===== config.mk =====
export PLATFORM = sky130hd
export DESIGN_NAME = bist_controller_flat
export DESIGN_NICKNAME = d
export VERILOG_FILES = /design/src/rtl/bist_controller_if.sv /design/src/rtl/bist_controller.sv /design/src/flat_wrapper.sv
export SDC_FILE = /design/constraint.sdc
export NUM_CORES = 1
export LEC_CHECK = 0
export CAP_MARGIN = 10
export CELL_PAD_IN_SITES_DETAIL_PLACEMENT = 1
export CELL_PAD_IN_SITES_GLOBAL_PLACEMENT = 1
export CORE_UTILIZATION = 39
export DETAILED_ROUTE_END_ITERATION = 10
export GPL_TIMING_DRIVEN = 1
export PLACE_DENSITY_LB_ADDON = 0.1
export SLEW_MARGIN = 20
export SYNTH_ARGS = -nofsm -noshare
export SYNTH_HDL_FRONTEND = slang
export SYNTH_SLANG_ARGS = --single-unit

===== constraint.sdc =====
create_clock -name clk -period 3.31 [get_ports clk]
set_input_delay 0.4965 -clock clk [delete_from_list [all_inputs] [get_ports clk]]
set_output_delay 0.4965 -clock clk [all_outputs]
set_load 0.05 [all_outputs]

===== src/rtl/bist_controller_if.sv =====
// Handshake and result bundle between the BIST sequencer and its host/chain.
interface bist_controller_if #(
    parameter int SIG_W = 5,
    parameter int CNT_W = 16
);
    logic             start;
    logic             learn;
    logic             abort;
    logic [SIG_W-1:0] signature;
    logic             chain_clr;
    logic             chain_en;
    logic             busy;
    logic             done;
    logic             pass;
    logic [SIG_W-1:0] golden;
    logic [SIG_W-1:0] sig_cap;
    logic [CNT_W-1:0] cycle_cnt;

    // Host / chain side: issues requests and supplies the MISR signature.
    modport master (
        output start, learn, abort, signature,
        input  chain_clr, chain_en, busy, done, pass, golden, sig_cap, cycle_cnt
    );

    // Controller side.
    modport slave (
        input  start, learn, abort, signature,
        output chain_clr, chain_en, busy, done, pass, golden, sig_cap, cycle_cnt
    );
endinterface


===== src/rtl/bist_controller.sv =====
// Sequencer for the LFSR -> adder4 -> MISR BIST chain: clears the chain,
// enables it for TEST_CYCLES clocks, captures the signature, then either
// checks it against the golden register or learns it as the new golden.
module bist_controller #(
    parameter int               TEST_CYCLES    = 64,
    parameter int               CNT_W          = 16,
    parameter int               SIG_W          = 5,
    parameter logic [SIG_W-1:0] GOLDEN_DEFAULT = 5'h16
) (
    input  logic               clk,
    input  logic               rst,
    bist_controller_if.slave   bus
);

    typedef enum logic [1:0] {
        S_IDLE  = 2'd0,
        S_CLEAR = 2'd1,
        S_RUN   = 2'd2,
        S_EVAL  = 2'd3
    } state_t;

    localparam logic [CNT_W-1:0] LAST_CNT = CNT_W'(TEST_CYCLES - 1);

    state_t           r_state;
    state_t           w_next_state;
    logic             w_chain_clr;
    logic             w_chain_en;
    logic             w_busy;

    logic             r_learn;
    logic             r_done;
    logic             r_pass;
    logic [SIG_W-1:0] r_golden;
    logic [SIG_W-1:0] r_sig_cap;
    logic [CNT_W-1:0] r_cycle_cnt;

    // State register.
    always_ff @(posedge clk or negedge rst) begin
        if (!rst) begin
            r_state <= S_IDLE;
        end else begin
            r_state <= w_next_state;
        end
    end

    // Next-state logic and chain controls decoded purely from the current state.
    always_comb begin
        w_next_state = r_state;
        w_chain_clr  = 1'b0;
        w_chain_en   = 1'b0;
        w_busy       = 1'b1;
        case (r_state)
            S_IDLE: begin
                w_busy = 1'b0;
                if (bus.start) begin
                    w_next_state = S_CLEAR;
                end
            end
            S_CLEAR: begin
                w_chain_clr  = 1'b1;
                w_next_state = bus.abort ? S_IDLE : S_RUN;
            end
            S_RUN: begin
                w_chain_en = 1'b1;
                if (bus.abort) begin
                    w_next_state = S_IDLE;
                end else if (r_cycle_cnt == LAST_CNT) begin
                    w_next_state = S_EVAL;
                end
            end
            S_EVAL: begin
                w_next_state = S_IDLE;
            end
            default: begin
                w_next_state = S_IDLE;
            end
        endcase
    end

    // Run bookkeeping: learn latch, cycle counter, capture, verdict and golden.
    always_ff @(posedge clk or negedge rst) begin
        if (!rst) begin
            r_learn     <= 1'b0;
            r_done      <= 1'b0;
            r_pass      <= 1'b0;
            r_golden    <= GOLDEN_DEFAULT;
            r_sig_cap   <= '0;
            r_cycle_cnt <= '0;
        end else begin
            r_done <= 1'b0;
            case (r_state)
                S_IDLE: begin
                    if (bus.start) begin
                        r_learn <= bus.learn;
                        r_pass  <= 1'b0;
                    end
                end
                S_CLEAR: begin
                    r_cycle_cnt <= '0;
                    if (bus.abort) begin
                        r_pass <= 1'b0;
                    end
                end
                S_RUN: begin
                    // The aborting cycle still had the chain enabled, so it is counted.
                    r_cycle_cnt <= r_cycle_cnt + 1'b1;
                    if (bus.abort) begin
                        r_pass <= 1'b0;
                    end
                end
                S_EVAL: begin
                    if (bus.abort) begin
                        r_pass <= 1'b0;
                    end else begin
                        r_sig_cap <= bus.signature;
                        r_done    <= 1'b1;
                        if (r_learn) begin
                            r_golden <= bus.signature;
                            r_pass   <= 1'b1;
                        end else begin
                            r_pass   <= (bus.signature == r_golden);
                        end
                    end
                end
                default: begin
                    r_done <= 1'b0;
                end
            endcase
        end
    end

    assign bus.chain_clr = w_chain_clr;
    assign bus.chain_en  = w_chain_en;
    assign bus.busy      = w_busy;
    assign bus.done      = r_done;
    assign bus.pass      = r_pass;
    assign bus.golden    = r_golden;
    assign bus.sig_cap   = r_sig_cap;
    assign bus.cycle_cnt = r_cycle_cnt;

endmodule


===== src/flat_wrapper.sv =====
// flat-port wrapper written by rule: the top's interface ports become plain ports
module bist_controller_flat 
#(
    parameter int               TEST_CYCLES    = 64,
    parameter int               CNT_W          = 16,
    parameter int               SIG_W          = 5,
    parameter logic [SIG_W-1:0] GOLDEN_DEFAULT = 5'h16
)
  (clk, rst, bus_start, bus_learn, bus_abort, bus_signature, bus_chain_clr, bus_chain_en, bus_busy, bus_done, bus_pass, bus_golden, bus_sig_cap, bus_cycle_cnt);
  bist_controller_if #(.SIG_W(SIG_W), .CNT_W(CNT_W)) bus_i ();
  input  logic clk;
  input  logic rst;
  input wire logic [$bits(bus_i.start)-1:0] bus_start;
  input wire logic [$bits(bus_i.learn)-1:0] bus_learn;
  input wire logic [$bits(bus_i.abort)-1:0] bus_abort;
  input wire logic [$bits(bus_i.signature)-1:0] bus_signature;
  output wire logic [$bits(bus_i.chain_clr)-1:0] bus_chain_clr;
  output wire logic [$bits(bus_i.chain_en)-1:0] bus_chain_en;
  output wire logic [$bits(bus_i.busy)-1:0] bus_busy;
  output wire logic [$bits(bus_i.done)-1:0] bus_done;
  output wire logic [$bits(bus_i.pass)-1:0] bus_pass;
  output wire logic [$bits(bus_i.golden)-1:0] bus_golden;
  output wire logic [$bits(bus_i.sig_cap)-1:0] bus_sig_cap;
  output wire logic [$bits(bus_i.cycle_cnt)-1:0] bus_cycle_cnt;
  assign bus_i.start = bus_start;
  assign bus_i.learn = bus_learn;
  assign bus_i.abort = bus_abort;
  assign bus_i.signature = bus_signature;
  assign bus_chain_clr = bus_i.chain_clr;
  assign bus_chain_en = bus_i.chain_en;
  assign bus_busy = bus_i.busy;
  assign bus_done = bus_i.done;
  assign bus_pass = bus_i.pass;
  assign bus_golden = bus_i.golden;
  assign bus_sig_cap = bus_i.sig_cap;
  assign bus_cycle_cnt = bus_i.cycle_cnt;
  bist_controller #(.TEST_CYCLES(TEST_CYCLES), .CNT_W(CNT_W), .SIG_W(SIG_W), .GOLDEN_DEFAULT(GOLDEN_DEFAULT)) u_core (.clk(clk), .rst(rst), .bus(bus_i));
endmodule

==> impl_metrics.env, run 1 <==
export IMPL_status="complete, no violations"
export IMPL_synthesis_nets=178
export IMPL_end_kind="output pin"
export IMPL_ios=41
export IMPL_layout_drive_gt1_share=0.110
export IMPL_cts_buffer_depth=2
export IMPL_endpoint="bus_chain_en"
export IMPL_synth_most_common_cell="dfrtp_1"
export IMPL_rsz0062_at_grt="false"
export IMPL_slew_headroom=0.644
export IMPL_die_w_um=66.0
export IMPL_area_growth_pct=35.3
export IMPL_crit_type="reg -> out"
export IMPL_ctsResizeCount=0
export IMPL_leakage_nw=0.934
export IMPL_cts_hold_buf=0
export IMPL_numClockSinks=31
export IMPL_port_buffers=40
export IMPL_r2r_end="u_core.bus.cycle_cnt[14]"
export IMPL_cts_root_buf="clkbuf_8"
export IMPL_cts_tree="done"
export IMPL_hold_depth=2
export IMPL_yosysTopAreaCell="dfrtp_1"
export IMPL_grt_pass1_vias=1410
export IMPL_gp_congestion=0.756
export IMPL_reg2regPathDepth=6
export IMPL_clkSlewWorstSetupHoldPaths_ns=0.07
export IMPL_hpwlAfterDp_mm=2.96
export IMPL_skew_ns=0.00609
export IMPL_grt_pass1_wl_mm=7.17
export IMPL_drc=0
export IMPL_ys_types=34
export IMPL_period_needed_ns=2.52
export IMPL_timing_rr_start="u_core.r_state[1]"
export IMPL_worstPathMaxFanout=8
export IMPL_drt_iter0_markers=21
export IMPL_clock_fmax_mhz=397
export IMPL_track_usage=0.222
export IMPL_drv_slew=0
export IMPL_ys_ff_latch=31
export IMPL_async_flop_share=1.00
export IMPL_worst_pin_slew_ns=0.532
export IMPL_yosysWarnings=0
export IMPL_antenna_cells=0
export IMPL_drt_first_pass_iters=4
export IMPL_synth_seq_area_share=0.488
export IMPL_hold_class="reg -> reg"
export IMPL_wirelength_mm=4.17
export IMPL_grt_overflow_total=0
export IMPL_arrival_ns=2.02
export IMPL_routedWlPerCell_um=16.2
export IMPL_hold_viol=0
export IMPL_crit_start="u_core.r_state[0]"
export IMPL_die_y_um=66.0
export IMPL_synth_area_per_cell_um2=9.86
export IMPL_die_area_um2=4350
export IMPL_ff2ff_setup_slack_ns=0.97
export IMPL_fin_hold_ws_ns=0.487
export IMPL_finalSetupTns_ns=0
export IMPL_syn_cell_area_um2=1600
export IMPL_synth_common_cells="28 x dfrtp_1, 22 x nand2_1, 13 x inv_1, 12 x nor2_1, 9 x xor2_1"
export IMPL_synth_edf_count=0
export IMPL_finish_net_count=224
export IMPL_yosysTopAreaCellShare=0.439
export IMPL_initial_utilization=0.420
export IMPL_p_total_mw=1.73
export IMPL_avgViaCountPerCell=5.23
export IMPL_crit_required_ns=2.81
export IMPL_ant_nets=0
export IMPL_ys_flop_type="dfrtp_1"
export IMPL_grt_max_degree=32
export IMPL_maxCapViolCount=0
export IMPL_setup_viol=0
export IMPL_finalCritPeriodShare=0.761
export IMPL_clk_latency_ns=0.28
export IMPL_cellPowerDensity_nw_per_um2=800
export IMPL_ir_worst_vdd_uv=511
export IMPL_cts_setup_buffers=0
export IMPL_antenna_found_initial=0
export IMPL_rows=22
export IMPL_core_area_um2=3800
export IMPL_synth_area_leaders="dfrtp_1 44%, mux2_2 5.6%, nand2_1 5.2%"
export IMPL_syn_inst=162
export IMPL_ctsHtreeMaxLevel=2
export IMPL_cp_start_kind="flop"
export IMPL_vias=1345
export IMPL_min_delay_start="u_core.bus.sig_cap[1]"
export IMPL_cts_buffers=5
## layer usage
metal / GRT usage / up-vias / share of wire
met5: 0 / - / 0
met1: 0.294 / 670 / 0.47
met3: 0.0552 / 7 / 0.033
met4: 0.0559 / 0 / 0.013
met2: 0.361 / 28 / 0.49
li1: - / 640 / -
## where the power goes
part           internal (mW)  leakage, nW  total, mW  switching, mW
clock                  0.190       0.0515      0.329          0.139
sequential             0.476        0.408      0.546         0.0705
combinational          0.288        0.475      0.853          0.566
total                  0.953        0.934       1.73          0.776
## worst max-delay path, cell delays in order, from the launching register on
cell             delay [ns]
dfrtp_1                0.40
inv_1                  0.12
ha_1                   0.35
clkdlybuf4s50_1        0.86
## cells in the final DEF, fill, tap and decap left out, types with 2 or more instances in the layout
cell type,instances
clkdlybuf4s50_1,40
dfstp_2,3
nor3_1,3
or4_1,4
buf_4,2
nand2_1,22
nor3b_1,3
ha_1,6
o22ai_1,2
nor2b_1,3
nand2b_1,3
and4_1,2
a21oi_1,6
o21ai_0,5
xor2_1,9
nand3_1,7
dfrtp_1,28
xnor2_1,3
mux2_2,8
inv_1,13
clkbuf_8,7
nor2_1,12
o31ai_1,2
nand4_1,2
nand3_2,2
nor4_1,2
## final cells by class
cell class | count | area, um^2
multi-input combinational | 115 | 756
fill | 439 | 1640
inverter | 13 | 48.8
clock buffer | 8 | 100
tap | 48 | 60.1
timing repair buffer | 42 | 415
sequential | 31 | 779
## cell families (layout without fill, tap and decap cells)
family          Yosys count  after routing  share of synthesized area
compound gates           17             17                     0.0603
mux                       9              9                     0.0627
xor+xnor                 12             12                     0.0658
buf+inv                  16             63                     0.0384
simple gates             71             71                      0.237
flops                    31             31                      0.488
fa+ha+maj                 6              6                     0.0470
## how the worst min path moves through the flow
| stage | end |
|---|---|
| floorplan | u_core.bus.cycle_cnt[0] |
| global placement | u_core.bus.sig_cap[1] |
| detailed placement | u_core.bus.sig_cap[1] |
| CTS | u_core.bus.sig_cap[1] |
| global route | u_core.bus.sig_cap[4] |
| finish | u_core.bus.sig_cap[1] |
## per-stage QoR
step | setup WS (ns) | instance area, um^2 | utilization | instances
floorplan | 1.21 | 1600 | - | 162
global placement | 1.07 | 2060 | 0.542 | 249
detailed placement | 1.01 | 2060 | 0.542 | 249
CTS | 0.770 | 2160 | 0.569 | 257
global route | 0.698 | 2160 | 0.569 | 257
finish | 0.793 | 2160 | 0.569 | 257
## flip-flops by register name, indices dropped and copies added (netlist names)
register and flops:
u_core.bus.cycle_cnt 16, u_core.bus.golden 5, u_core.bus.sig_cap 5, u_core.r_state 2, u_core.bus.done 1, u_core.bus.pass 1, u_core.r_learn 1
Note: power is estimated with default switching activity, not from simulation.
==> run 2, diff against run 1 <==
--- a/config.mk
+++ b/config.mk
@@ -8,7 +8,7 @@
 export CAP_MARGIN = 10
 export CELL_PAD_IN_SITES_DETAIL_PLACEMENT = 1
 export CELL_PAD_IN_SITES_GLOBAL_PLACEMENT = 1
-export CORE_UTILIZATION = 39
+export CORE_UTILIZATION = 36
 export DETAILED_ROUTE_END_ITERATION = 10
 export GPL_TIMING_DRIVEN = 1
 export PLACE_DENSITY_LB_ADDON = 0.1
==> constraint.sdc (replaced) <==
create_clock -name clk -period 2.4 [get_ports clk]
set_input_delay 0.36 -clock clk [delete_from_list [all_inputs] [get_ports clk]]
set_output_delay 0.36 -clock clk [all_outputs]
set_load 0.05 [all_outputs]
==> run 2 against run 1 <==
  * Register-to-register slack worse by 0.60 ns
  * Worst hold slack worse by 0.012 ns
  * Final cell count up 1.2%
  * Combinational power rose by 41%
  * Sequential share of layout area hardly changed
  * Routed wire length shrank 7.4%
  * Critical path depth is 1 higher
  * Sequential power rose by 38%
  * Via count down 0.82%
  * Critical endpoint is now bus_busy
==> impl_metrics.env, run 2 (synthesis results as in run 1) <==
export IMPL_arrival_ns=1.88
export IMPL_clkSlewWorstSetupHoldPaths_ns=0.07
export IMPL_wirelength_mm=3.86
export IMPL_worst_pin_slew_ns=0.516
export IMPL_final_common_cell="clkdlybuf4s50_1"
export IMPL_grt_most_used_layer="met2"
export IMPL_die_area_um2=4710
export IMPL_rows=23
export IMPL_grt_pass1_vias=1361
export IMPL_clk_latency_ns=0.28
export IMPL_final_area_um2=2160
export IMPL_grt_pass1_wl_mm=6.48
export IMPL_ir_worst_vdd_uv=586
export IMPL_leakage_nw=0.932
export IMPL_end_kind="output pin"
export IMPL_routedWlPerCell_um=14.9
export IMPL_cts_buffer_depth=2
export IMPL_final_cell_mix="39 x clkdlybuf4s50_1, 28 x dfrtp_1, 22 x nand2_1, 13 x inv_1, 12 x nor2_1"
export IMPL_initial_utilization=0.388
export IMPL_p_seq_frac=0.318
export IMPL_place_area_um2=2070
export IMPL_hold_class="in -> async"
export IMPL_drt_first_pass_iters=4
export IMPL_swShare=0.466
export IMPL_cellPowerDensity_nw_per_um2=1100
export IMPL_dpl_worst_slack_ns=0.292
export IMPL_power_frac_comb=0.507
export IMPL_antenna_found_initial=0
export IMPL_hold_viol=0
export IMPL_track_usage=0.190
export IMPL_gr_usage_met1=0.226
export IMPL_antenna_cells=0
export IMPL_gp_congestion=0.758
export IMPL_cts_root_buf="clkbuf_8"
export IMPL_clkPwrFrac=0.175
export IMPL_drt_iter0_markers=57
export IMPL_p_total_mw=2.37
export IMPL_worstPathMaxFanout=4
export IMPL_ctsHtreeMaxLevel=2
export IMPL_setup_ws_ns=0.156
export IMPL_drv_slew=0
export IMPL_grt_max_degree=32
export IMPL_finalCritPeriodShare=0.935
export IMPL_skew_ns=0.00732
export IMPL_drc=0
export IMPL_layout_drive_gt1_share=0.119
export IMPL_finalSetupTns_ns=0
export IMPL_port_buffers=40
export IMPL_use_met3=0.0526
export IMPL_core_area_um2=4120
export IMPL_period_needed_ns=2.24
export IMPL_largest_reg_flops=16
export IMPL_setup_viol=0
export IMPL_fillers=466
export IMPL_switchingPower_mw=1.10
export IMPL_use_met2=0.331
export IMPL_cts_buffers=5
export IMPL_numClockSinks=31
export IMPL_avgViaCountPerCell=5.13
export IMPL_ios=41
export IMPL_crit_type="reg -> out"
export IMPL_slew_headroom=0.655
export IMPL_intPower_mw=1.26
export IMPL_cts_tree="done"
export IMPL_vias=1334
export IMPL_finish_net_count=225
export IMPL_hpwlAfterDp_mm=2.84
export IMPL_die_w_um=68.6
export IMPL_crit_required_ns=2.04
export IMPL_status="complete, no violations"
export IMPL_grt_overflow_total=0
export IMPL_area_growth_pct=35.1
export IMPL_maxCapViolCount=0
export IMPL_cp_start_kind="flop"
export IMPL_ant_nets=0
export IMPL_die_y_um=68.6
export IMPL_clock_fmax_mhz=446
export IMPL_rsz0062_at_grt="false"
==> run 2: repair_timing <==
item                                    4_1_cts  5_1_grt
resized for setup                             1        0
hold endpoints to repair                      0        0
endpoints found under the setup margin        1        0
hold buffers                                  0        0
buffers inserted                              0        0
==> run 2: power groups by stage <==
stage	Combinational [mW]	Sequential (mW)	Clock (mW)
after CTS	1.21	0.755	0.424
final	1.20	0.753	0.413
after detailed placement	1.21	0.762	0
after global placement	1.18	0.758	0
after floorplan	0.485	1.07	0
after global routing	1.28	0.775	0.448
==> run 2: critical path: stages, from the launching register on <==
cell	delay, ns
dfrtp_1	0.38
inv_1	0.11
ha_1	0.26
inv_1	0.06
clkdlybuf4s50_1	0.79
==> run 2: path summary, 6_finish.rpt <==
| path | from | end | slack, ns | cells after the start |
|---|---|---|---|---|
| setup / recovery | u_core.r_state[0] | bus_busy | 0.16 | 4 |
| max in group asynchronous | rst | u_core.bus.golden[4] | 1.60 | 2 |
| hold reg to reg | u_core.bus.sig_cap[4] | u_core.bus.sig_cap[4] | 0.49 | 2 |
| setup reg to reg | u_core.r_state[0] | u_core.bus.cycle_cnt[15] | 0.37 | 6 |
| hold / removal | rst | u_core.bus.cycle_cnt[3] | 0.48 | 2 |
| min in group clk | u_core.bus.sig_cap[4] | u_core.bus.sig_cap[4] | 0.49 | 2 |
==> run 2: cell type report <==
class	instances	area [um^2]	area share
Tap cell	50	62.6	0.0290
Clock buffer	5	68.8	0.0319
Clock inverter	3	20.0	0.00928
Sequential cell	31	779	0.361
Inverter	13	48.8	0.0226
Timing Repair Buffer	43	422	0.195
Multi-Input combinational cell	115	756	0.350
==> run 2: routing by layer <==
layer / vias to the layer above / share of wire
met5: - / 0
met4: 0 / 0.0067
met3: 2 / 0.038
met2: 29 / 0.49
met1: 659 / 0.47
li1: 644 / -
==> run 2: through the flow <==
stage | hold WS (ns) | util | std cells
5_1_grt | 0.513 | 0.524 | 260
3_5_place_dp | 0.478 | 0.503 | 252
6_report | 0.475 | 0.524 | 260
4_1_cts | 0.487 | 0.524 | 260
2_1_floorplan | 0.0644 | - | 162
3_3_place_gp | 0.477 | 0.503 | 252
==> run 3, diff against run 2 <==
--- a/config.mk
+++ b/config.mk
@@ -8,9 +8,11 @@
 export CAP_MARGIN = 10
 export CELL_PAD_IN_SITES_DETAIL_PLACEMENT = 1
 export CELL_PAD_IN_SITES_GLOBAL_PLACEMENT = 1
-export CORE_UTILIZATION = 36
+export CORE_UTILIZATION = 38
+export CTS_BUF_LIST = sky130_fd_sc_hd__clkbuf_2
 export DETAILED_ROUTE_END_ITERATION = 10
 export GPL_TIMING_DRIVEN = 1
+export HOLD_SLACK_MARGIN = 0.08
 export PLACE_DENSITY_LB_ADDON = 0.1
 export SLEW_MARGIN = 20
 export SYNTH_ARGS = -nofsm -noshare
==> run 3 against run 2 <==
  * Clock skew grew 0.0095 ns
  * Highest routed layer unchanged
  * Final cell count is the same
  * Global-route usage is 1.1 points higher
  * Register-to-register slack worse by 0.02 ns
  * Routed wire length up 0.47%
  * Clock-buffer cell count up 1
==> impl_metrics.env, run 3 (synthesis results as in run 1) <==
export IMPL_area_growth_pct=32.2
export IMPL_grt_max_degree=32
export IMPL_rows=23
export IMPL_die_y_um=66.8
export IMPL_clk_latency_ns=0.38
export IMPL_wirelength_mm=3.88
export IMPL_crit_required_ns=2.04
export IMPL_port_buffers=40
export IMPL_period_needed_ns=2.20
export IMPL_core_area_um2=4030
export IMPL_numClockSinks=31
export IMPL_cp_top_family="buffers and inverters"
export IMPL_layout_drive_gt1_share=0.110
export IMPL_ctsResizeCount=1
export IMPL_track_usage=0.202
export IMPL_clock_fmax_mhz=455
export IMPL_ir_worst_vdd_uv=615
export IMPL_ant_nets=0
export IMPL_cp_depth=3
export IMPL_die_area_um2=4460
export IMPL_routedWlPerCell_um=14.9
export IMPL_cts_tree="done"
export IMPL_avgViaCountPerCell=5.14
export IMPL_final_common_cell="clkdlybuf4s50_1"
export IMPL_finish_net_count=225
export IMPL_cts_root_buf="clkbuf_2"
export IMPL_drt_first_pass_iters=3
export IMPL_die_w_um=66.8
export IMPL_cts_buffer_depth=2
export IMPL_cp_start_kind="flop"
export IMPL_drt_iter0_markers=48
export IMPL_path_cells="inv_1, ha_1, dlygate4sd2_1"
export IMPL_antenna_cells=0
export IMPL_switchingPower_mw=1.07
export IMPL_cts_buffers=5
export IMPL_crit_slowest_cell="dlygate4sd2_1"
export IMPL_finalSetupTns_ns=0
export IMPL_slew_headroom=0.648
export IMPL_p_seq_frac=0.343
export IMPL_initial_utilization=0.396
export IMPL_final_cell_mix="37 x clkdlybuf4s50_1, 28 x dfrtp_1, 22 x nand2_1, 13 x inv_1, 12 x nor2_1"
export IMPL_worst_path_buf_inv=2
export IMPL_rsz0062_at_grt="false"
export IMPL_crit_type="reg -> out"
export IMPL_cellPowerDensity_nw_per_um2=1040
export IMPL_gp_congestion=0.791
export IMPL_power_frac_comb=0.545
export IMPL_arrival_ns=1.84
export IMPL_antenna_found_initial=0
export IMPL_swShare=0.487
export IMPL_drv_slew=0
export IMPL_hold_viol=0
export IMPL_clkPwrFrac=0.112
export IMPL_p_total_mw=2.20
export IMPL_reg2regPathDepth=6
export IMPL_vias=1337
export IMPL_maxCapViolCount=0
export IMPL_finalCritPeriodShare=0.917
export IMPL_worstPathMaxFanout=8
export IMPL_hold_class="in -> async"
export IMPL_largest_reg_flops=16
export IMPL_setup_viol=0
export IMPL_skew_ns=0.0168
export IMPL_intPower_mw=1.13
export IMPL_end_kind="output pin"
export IMPL_ios=41
export IMPL_status="complete, no violations"
export IMPL_grt_overflow_total=0
export IMPL_clkSlewWorstSetupHoldPaths_ns=0.16
export IMPL_cts_hold_buf=0
export IMPL_ctsHtreeMaxLevel=2
export IMPL_drc=0
export IMPL_cts_setup_buffers=0
export IMPL_grt_pass1_vias=1391
export IMPL_cp_slowest_stage_delay_ns=0.57
export IMPL_hpwlAfterDp_mm=2.88
export IMPL_grt_pass1_wl_mm=6.53
export IMPL_worst_pin_slew_ns=0.527
export IMPL_leakage_nw=0.938
[run 3: changes by cell type in the layout (fill, tap and decap cells not counted), moves of 2 or more]
cell             before  now
clkbuf_8              5    0
clkinvlp_4            2    0
clkinv_1              0    2
clkdlybuf4s50_1      39   37
dlymetal6s2s_1        0    2
clkbuf_2              0    6
[run 3: final timing paths]
path / start / to / slack, ns
max: u_core.r_state[0] / bus_chain_en / 0.20
max reg2reg: u_core.r_state[1] / u_core.bus.cycle_cnt[14] / 0.35
max in group asynchronous: rst / u_core.bus.golden[2] / 1.71
min reg2reg: u_core.bus.sig_cap[4] / u_core.bus.sig_cap[4] / 0.51
min in group clk: u_core.bus.sig_cap[4] / u_core.bus.sig_cap[4] / 0.51
min: rst / u_core.bus.cycle_cnt[2] / 0.35
[run 3: power groups by stage]
| stage | Clock, mW | Combinational [mW] | Sequential [mW] |
|---|---|---|---|
| after CTS | 0.261 | 1.22 | 0.757 |
| after global routing | 0.280 | 1.30 | 0.772 |
| after detailed placement | 0 | 1.21 | 0.765 |
| after floorplan | 0 | 0.485 | 1.07 |
| after global placement | 0 | 1.18 | 0.759 |
| final | 0.247 | 1.20 | 0.757 |
[run 3: metrics by stage]
step	setup WS [ns]	area, um^2	std cells	util	hold WS (ns)
2_1_floorplan	0.303	1600	162	-	0.0644
3_3_place_gp	0.414	2070	252	0.514	0.481
3_5_place_dp	0.316	2070	252	0.514	0.477
4_1_cts	0.0137	2110	260	0.523	0.344
5_1_grt	0.0548	2110	260	0.524	0.331
6_report	0.200	2110	260	0.524	0.355
[run 3: metal layers]
metal  vias to the layer above  GRT usage  wire (um)
li1                        646          -          -
met1                       645      0.234       1670
met2                        35      0.333       1920
met3                        11     0.0616        182
met4                         0      0.101        109
met5                         -          0          0
[run 3: cell type report]
class / instances / area, um^2
clock buffers: 6 / 30.0
multi-input cells: 115 / 756
clock inverters: 2 / 7.51
well taps: 50 / 62.6
fillers: 461 / 1920
repair buffers: 43 / 427
inverters: 13 / 48.8
flip-flops and latches: 31 / 779
